<file path="config.mk">
export PLATFORM = sky130hd
export DESIGN_NAME = pong_ball_flat
export DESIGN_NICKNAME = d
export VERILOG_FILES = /design/src/rtl/pong_ball_if.sv /design/src/rtl/pong_ball.sv /design/src/flat_wrapper.sv
export SDC_FILE = /design/constraint.sdc
export NUM_CORES = 1
export LEC_CHECK = 0
export CORE_ASPECT_RATIO = 0.9
export CORE_UTILIZATION = 50
export DETAILED_ROUTE_END_ITERATION = 10
export HOLD_SLACK_MARGIN = 0.05
export MAX_ROUTING_LAYER = met4
export PLACE_DENSITY = 0.74
export SLEW_MARGIN = 25
export SYNTH_ARGS = -nofsm -noshare
export SYNTH_HDL_FRONTEND = slang
export SYNTH_SLANG_ARGS = --single-unit
</file>
<file path="constraint.sdc">
create_clock -name clk -period 3 [get_ports clk]
set_input_delay 0.6 -clock clk [delete_from_list [all_inputs] [get_ports clk]]
set_output_delay 0.6 -clock clk [all_outputs]
set_load 0.005 [all_outputs]
</file>
<file path="src/rtl/pong_ball_if.sv">
// Bundles the game-side signals of the pong ball engine: tick/start/paddle inputs
// and the ball position, scores, point pulse and debug state outputs.
interface pong_ball_if;
  logic        tick;
  logic        start;
  logic [9:0]  paddle1Y;
  logic [9:0]  paddle2Y;
  logic [10:0] ballX;
  logic [9:0]  ballY;
  logic [3:0]  score1;
  logic [3:0]  score2;
  logic        point;
  logic [2:0]  state;

  modport master (
    output tick, start, paddle1Y, paddle2Y,
    input  ballX, ballY, score1, score2, point, state
  );

  modport slave (
    input  tick, start, paddle1Y, paddle2Y,
    output ballX, ballY, score1, score2, point, state
  );
endinterface

</file>
<file path="src/rtl/pong_ball.sv">
// Ball-physics engine: one move per accepted tick, walked through wall, paddle
// and goal stages before the new position is committed to the outputs.
module pong_ball #(
  parameter int SCREEN_W    = 640,
  parameter int SCREEN_H    = 480,
  parameter int BALL        = 10,
  parameter int STEP        = 2,
  parameter int P1X         = 20,
  parameter int P2X         = 620,
  parameter int PW          = 10,
  parameter int PH          = 50,
  parameter int SERVE_TICKS = 60,
  parameter int MAX_SCORE   = 9
) (
  input  logic       clk,
  input  logic       reset,
  pong_ball_if.slave bus
);

  localparam int SERVE_W = $clog2(SERVE_TICKS + 1);
  localparam logic [10:0] CENTRE_X = 11'((SCREEN_W - BALL) / 2);
  localparam logic [9:0]  CENTRE_Y = 10'((SCREEN_H - BALL) / 2);

  typedef enum logic [2:0] {
    S_IDLE   = 3'd0,
    S_PLAY   = 3'd1,
    S_WALL   = 3'd2,
    S_PADDLE = 3'd3,
    S_GOAL   = 3'd4,
    S_SERVE  = 3'd5,
    S_OVER   = 3'd6
  } state_t;

  state_t               state_q, state_d;
  logic [10:0]          ball_x_q, ball_x_d;
  logic [9:0]           ball_y_q, ball_y_d;
  logic [10:0]          nx_q, nx_d;
  logic [9:0]           ny_q, ny_d;
  logic [9:0]           p1_q, p1_d;
  logic [9:0]           p2_q, p2_d;
  logic                 dir_x_q, dir_x_d;
  logic                 dir_y_q, dir_y_d;
  logic [3:0]           score1_q, score1_d;
  logic [3:0]           score2_q, score2_d;
  logic                 point_q, point_d;
  logic [SERVE_W-1:0]   serve_cnt_q, serve_cnt_d;

  // Vertical and paddle comparisons run 11 bits wide so bottom edges never wrap.
  logic [10:0] ny_ext;
  logic [10:0] p1_top, p1_bot, p2_top, p2_bot;
  logic        left_hit, right_hit, goal_p1, goal_p2;

  assign ny_ext = {1'b0, ny_q};
  assign p1_top = {1'b0, p1_q};
  assign p1_bot = {1'b0, p1_q} + 11'(PH);
  assign p2_top = {1'b0, p2_q};
  assign p2_bot = {1'b0, p2_q} + 11'(PH);

  assign left_hit  = !dir_x_q
                   && (nx_q <= 11'(P1X + PW))
                   && (nx_q + 11'(BALL) > 11'(P1X))
                   && (ny_ext + 11'(BALL) > p1_top)
                   && (ny_ext < p1_bot);
  assign right_hit = dir_x_q
                   && (nx_q + 11'(BALL) >= 11'(P2X))
                   && (nx_q < 11'(P2X + PW))
                   && (ny_ext + 11'(BALL) > p2_top)
                   && (ny_ext < p2_bot);
  assign goal_p2 = !dir_x_q && (nx_q < 11'(STEP));
  assign goal_p1 = (nx_q + 11'(BALL) >= 11'(SCREEN_W));

  always_comb begin
    state_d     = state_q;
    ball_x_d    = ball_x_q;
    ball_y_d    = ball_y_q;
    nx_d        = nx_q;
    ny_d        = ny_q;
    p1_d        = p1_q;
    p2_d        = p2_q;
    dir_x_d     = dir_x_q;
    dir_y_d     = dir_y_q;
    score1_d    = score1_q;
    score2_d    = score2_q;
    point_d     = 1'b0;
    serve_cnt_d = serve_cnt_q;

    case (state_q)
      S_IDLE: begin
        if (bus.start) state_d = S_PLAY;
      end

      // Horizontal move happens here; the vertical move is left to WALL so the
      // top-wall clamp can be applied before any subtraction.
      S_PLAY: begin
        if (bus.tick) begin
          p1_d = bus.paddle1Y;
          p2_d = bus.paddle2Y;
          ny_d = ball_y_q;
          if (dir_x_q)                   nx_d = ball_x_q + 11'(STEP);
          else if (ball_x_q < 11'(STEP)) nx_d = '0;
          else                           nx_d = ball_x_q - 11'(STEP);
          state_d = S_WALL;
        end
      end

      S_WALL: begin
        if (!dir_y_q) begin
          if (ny_q <= 10'(STEP)) begin
            ny_d    = '0;
            dir_y_d = 1'b1;
          end else begin
            ny_d = ny_q - 10'(STEP);
          end
        end else if (ny_ext + 11'(BALL) + 11'(STEP) >= 11'(SCREEN_H)) begin
          ny_d    = 10'(SCREEN_H - BALL);
          dir_y_d = 1'b0;
        end else begin
          ny_d = ny_q + 10'(STEP);
        end
        state_d = S_PADDLE;
      end

      S_PADDLE: begin
        if (left_hit) begin
          nx_d    = 11'(P1X + PW);
          dir_x_d = 1'b1;
        end else if (right_hit) begin
          nx_d    = 11'(P2X - BALL);
          dir_x_d = 1'b0;
        end
        state_d = S_GOAL;
      end

      // The serve direction heads toward whoever conceded the point.
      S_GOAL: begin
        if (goal_p2 || goal_p1) begin
          point_d     = 1'b1;
          ball_x_d    = CENTRE_X;
          ball_y_d    = CENTRE_Y;
          serve_cnt_d = '0;
          state_d     = S_SERVE;
          if (goal_p2) begin
            score2_d = score2_q + 4'd1;
            dir_x_d  = 1'b0;
            if (score2_q + 4'd1 == 4'(MAX_SCORE)) state_d = S_OVER;
          end else begin
            score1_d = score1_q + 4'd1;
            dir_x_d  = 1'b1;
            if (score1_q + 4'd1 == 4'(MAX_SCORE)) state_d = S_OVER;
          end
        end else begin
          ball_x_d = nx_q;
          ball_y_d = ny_q;
          state_d  = S_PLAY;
        end
      end

      S_SERVE: begin
        if (bus.tick) begin
          if (serve_cnt_q == SERVE_W'(SERVE_TICKS - 1)) begin
            serve_cnt_d = '0;
            state_d     = S_PLAY;
          end else begin
            serve_cnt_d = serve_cnt_q + 1'b1;
          end
        end
      end

      S_OVER: begin
        if (bus.start) begin
          score1_d = '0;
          score2_d = '0;
          dir_x_d  = 1'b1;
          state_d  = S_IDLE;
        end
      end

      default: state_d = S_IDLE;
    endcase
  end

  always_ff @(posedge clk or negedge reset) begin
    if (!reset) begin
      state_q     <= S_IDLE;
      ball_x_q    <= CENTRE_X;
      ball_y_q    <= CENTRE_Y;
      nx_q        <= CENTRE_X;
      ny_q        <= CENTRE_Y;
      p1_q        <= '0;
      p2_q        <= '0;
      dir_x_q     <= 1'b1;
      dir_y_q     <= 1'b1;
      score1_q    <= '0;
      score2_q    <= '0;
      point_q     <= 1'b0;
      serve_cnt_q <= '0;
    end else begin
      state_q     <= state_d;
      ball_x_q    <= ball_x_d;
      ball_y_q    <= ball_y_d;
      nx_q        <= nx_d;
      ny_q        <= ny_d;
      p1_q        <= p1_d;
      p2_q        <= p2_d;
      dir_x_q     <= dir_x_d;
      dir_y_q     <= dir_y_d;
      score1_q    <= score1_d;
      score2_q    <= score2_d;
      point_q     <= point_d;
      serve_cnt_q <= serve_cnt_d;
    end
  end

  assign bus.ballX  = ball_x_q;
  assign bus.ballY  = ball_y_q;
  assign bus.score1 = score1_q;
  assign bus.score2 = score2_q;
  assign bus.point  = point_q;
  assign bus.state  = state_q;

endmodule

</file>
<file path="src/flat_wrapper.sv">
// flat-port wrapper written by rule: the top's interface ports become plain ports
module pong_ball_flat 
#(
  parameter int SCREEN_W    = 640,
  parameter int SCREEN_H    = 480,
  parameter int BALL        = 10,
  parameter int STEP        = 2,
  parameter int P1X         = 20,
  parameter int P2X         = 620,
  parameter int PW          = 10,
  parameter int PH          = 50,
  parameter int SERVE_TICKS = 60,
  parameter int MAX_SCORE   = 9
)
  (clk, reset, bus_tick, bus_start, bus_paddle1Y, bus_paddle2Y, bus_ballX, bus_ballY, bus_score1, bus_score2, bus_point, bus_state);
  pong_ball_if bus_i ();
  input  logic clk;
  input  logic reset;
  input wire logic [$bits(bus_i.tick)-1:0] bus_tick;
  input wire logic [$bits(bus_i.start)-1:0] bus_start;
  input wire logic [$bits(bus_i.paddle1Y)-1:0] bus_paddle1Y;
  input wire logic [$bits(bus_i.paddle2Y)-1:0] bus_paddle2Y;
  output wire logic [$bits(bus_i.ballX)-1:0] bus_ballX;
  output wire logic [$bits(bus_i.ballY)-1:0] bus_ballY;
  output wire logic [$bits(bus_i.score1)-1:0] bus_score1;
  output wire logic [$bits(bus_i.score2)-1:0] bus_score2;
  output wire logic [$bits(bus_i.point)-1:0] bus_point;
  output wire logic [$bits(bus_i.state)-1:0] bus_state;
  assign bus_i.tick = bus_tick;
  assign bus_i.start = bus_start;
  assign bus_i.paddle1Y = bus_paddle1Y;
  assign bus_i.paddle2Y = bus_paddle2Y;
  assign bus_ballX = bus_i.ballX;
  assign bus_ballY = bus_i.ballY;
  assign bus_score1 = bus_i.score1;
  assign bus_score2 = bus_i.score2;
  assign bus_point = bus_i.point;
  assign bus_state = bus_i.state;
  pong_ball #(.SCREEN_W(SCREEN_W), .SCREEN_H(SCREEN_H), .BALL(BALL), .STEP(STEP), .P1X(P1X), .P2X(P2X), .PW(PW), .PH(PH), .SERVE_TICKS(SERVE_TICKS), .MAX_SCORE(MAX_SCORE)) u_core (.clk(clk), .reset(reset), .bus(bus_i));
endmodule
</file>
==> results.json <==
{
  "cts_tree": "built",
  "io_buffers": 56,
  "ir_worst_vdd_mv": 0.633,
  "hold_path_class": "in2async",
  "routed_wl_um": 18800,
  "r2r-end": "u_core.nx_q[9]",
  "core.rowCount": 38,
  "cp-end-kind": "flip-flop",
  "layout_setup_ws_ns": -0.0313,
  "num_antenna_cells": 0,
  "synth_area_per_cell_um2": 8.27,
  "tightest_slew_ns": 0.790,
  "reg2reg_slack_ns": -0.03,
  "final_cell_area_um2": 7790,
  "finalHoldViolCount": 0,
  "vias_per_cell": 6.12,
  "die-area_um2": 13100,
  "synthesis.nets": 844,
  "initial_core_util_pct": 51.9,
  "clock_sinks": 82,
  "netlist_area_um2": 6350,
  "startpoint_type": "flip-flop",
  "routedWlPerCell_um": 18.6,
  "antenna_found_initial": 0,
  "fin_crit_ns": 3.03,
  "overflow": 0,
  "synth-seq-cells": 82,
  "multiInputGateArea_um2": 4080,
  "clkTransAtPathRegs_ns": 0.06,
  "fillCellCount": 1043,
  "drive_gt1_share_pct": 16.5,
  "slowest_delay_ns": 0.61,
  "synthFlopType": "dfrtp_1",
  "drv_slew": 0,
  "reg2reg_depth": 13,
  "r2r_start": "u_core.ny_q[1]",
  "clk_latency_ns": 0.35,
  "power_density_nw_per_um2": 1240,
  "dr.pass1.iters": 5,
  "ys_seq_area_share_pct": 32.8,
  "die_y_um": 109,
  "syn_inst": 767,
  "cts_buffers": 9,
  "h-tree-depth": 3,
  "clockBufferDepth": 2,
  "drv_cap": 0,
  "critPathLaunch": "u_core.ny_q[1]",
  "num_io_pins": 57,
  "place_congestion": 0.966,
  "design.core.area_um2": 12200,
  "violations": "setup timing",
  "fin_skew_ns": 0.00689,
  "track_usage_pct": 30.5,
  "grt_pass1_wl_um": 30300,
  "critPathKind": "reg2reg",
  "regArea_um2": 2080,
  "cp_cell_sequence": "buf_4 -> inv_1 -> ha_2 -> ha_1 -> o21ai_0 -> a21oi_2 -> nor4_2 -> o31a_1 -> buf_4 -> nor4_4 -> buf_4 -> a21oi_1 -> o21a_1",
  "synth_cell_type_count": 75,
  "layout_commonest_cell": "nand2_1",
  "grt_setup_unrepaired": "true",
  "drc": 0,
  "ant_nets": 0,
  "status": "complete, but fails checks",
  "syn_to_final_growth_pct": 22.8,
  "synth_edf_count": 0,
  "finalSetupViolations": 3,
  "die_w_um": 121,
  "cp_max_fo": 6,
  "fmaxAchievable_mhz": 330,
  "num_vias": 6178,
  "root_buffer": "clkbuf_16",
  "dp_cells": 988,
  "hold_ws_ns": 0.277,
  "grt_max_degree": 83,
  "slew_headroom_pct": 45.9,
  "placed_cell_area_um2": 7260,
  "cp_slowest_cell": "dfstp_2",
  "p_leak_nw": 3.26,
  "required_ns": 3.24,
  "cp_common_cell": "buf_4",
  "synth-async-reset-ratio_pct": 100,
  "yosysWarnings": 0,
  "layout_common_cells": "nand2_1, o21ai_0, dfrtp_1",
  "nNetsFinal": 922,
  "stdcell_count": 1010,
  "dp.final_hpwl_um": 13700,
  "cp.arrival_ns": 3.27,
  "first_global_vias": 5956,
  "finalCritPeriodShare_pct": 101,
  "drt_iter0_markers": 472
}
## per-stage QoR
stage | TNS (ns) | total power (W) | utilization, % | worst slack (ns)
final | -0.0689 | 0.00964 | 63.8 | -0.0313
after global routing | -1.16 | 0.0104 | 63.8 | -0.123
after global placement | -1.64 | 0.00765 | 59.4 | -0.175
after detailed placement | -1.93 | 0.00791 | 59.4 | -0.206
after CTS | -0.205 | 0.00923 | 62.3 | -0.0406
after floorplan | 0 | 0.00592 | - | 0.0737
## metal layers
layer,global-route usage [%],routed length [um],up-vias
met5,-,0,-
met4,10.6,382,0
met1,41.7,8490,2942
li1,-,-,2935
met2,45.6,8440,265
met3,5.54,1510,36
## critical path: cells and delay by family, from the launching register on
kind | cells | cell delay, ns
simple gates | 2 | 0.32
compound gates | 5 | 0.80
fa+ha+maj | 2 | 0.67
buf+inv | 4 | 0.53
flops | 1 | 0.61
## report_power, final
part | switching, W | internal (W) | leakage (nW) | total, W
sequential | 0.000777 | 0.00170 | 0.975 | 0.00248
combinational | 0.00322 | 0.00280 | 2.14 | 0.00601
clock | 0.000478 | 0.000669 | 0.149 | 0.00115
total | 0.00447 | 0.00517 | 3.26 | 0.00964
## how the worst max path moves through the flow
stage	end	slack (ns)	depth (start not counted)
2_1_floorplan	u_core.nx_q[7]	0.07	12
4_1_cts	u_core.nx_q[2]	-0.04	12
5_1_grt	u_core.nx_q[9]	-0.12	13
6_report	u_core.nx_q[9]	-0.03	13
3_5_place_dp	u_core.nx_q[2]	-0.21	14
3_3_place_gp	u_core.nx_q[2]	-0.18	12
## synth_stat cells (4+ instances only)
cell	instances	area share (%)
a31oi_1	7	0.69
o31a_1	4	0.55
a21oi_2	4	0.55
nand2b_1	6	0.59
or3_1	6	0.59
or2_2	4	0.39
ha_1	53	10
xnor2_1	24	3.3
o211ai_1	4	0.47
nor4_1	8	0.79
inv_1	46	2.7
nand2_1	93	5.5
o31ai_1	10	1.2
o22a_1	6	0.83
o21ai_0	72	5.7
o21a_1	10	1.2
o22ai_1	5	0.49
and3_1	7	0.69
clkbuf_1	19	1.1
nor2_1	43	2.5
mux2i_1	4	0.63
dfstp_2	26	11
a21oi_1	45	3.5
xor2_1	12	1.7
dfrtp_1	56	22
buf_2	13	1.0
a21o_1	5	0.59
and2_1	8	0.79
nand3_1	30	2.4
nand4_1	16	1.6
o21ai_1	9	0.71
nor3_1	22	1.7
nor3b_1	5	0.59
nor2b_1	16	1.6
## area by class of cell
cell class / count / area share, %
Multi-Input combinational cell: 600 / 52.3
Sequential cell: 82 / 26.8
Timing Repair Buffer: 106 / 12.2
Clock buffer: 10 / 3.07
Tap cell: 160 / 2.57
Inverter: 46 / 2.22
Clock inverter: 6 / 0.835
## what timing repair did
action | in CTS | in global routing
pin swaps | 2 | 10
setup endpoints to repair | 12 | 13
hold buffers | 0 | 0
setup buffers | 4 | 2
resized for setup | 8 | 29
## state kept, by name, indices dropped and copies added, names as in the netlist, 6 cells and up
name	cells
u_core.bus.ballX	11
u_core.p1_q	10
u_core.nx_q	11
u_core.ny_q	10
u_core.p2_q	10
u_core.bus.ballY	10
u_core.serve_cnt_q	6
## kinds of logic (layout without fill, tap and decap cells)
kind of cell / Yosys count / in the layout / share of synthesized area [%]
AOI/OAI and AO/OA: 227 / 227 / 23.3
xor gates and xnor gates: 36 / 36 / 4.97
adders and majority gates: 53 / 53 / 10.4
buffers and inverters: 85 / 168 / 5.70
DFF: 82 / 82 / 32.8
muxes: 4 / 4 / 0.631
and+or+nand+nor: 280 / 280 / 22.1
No activity file was read; power rests on OpenSTA's default activity.
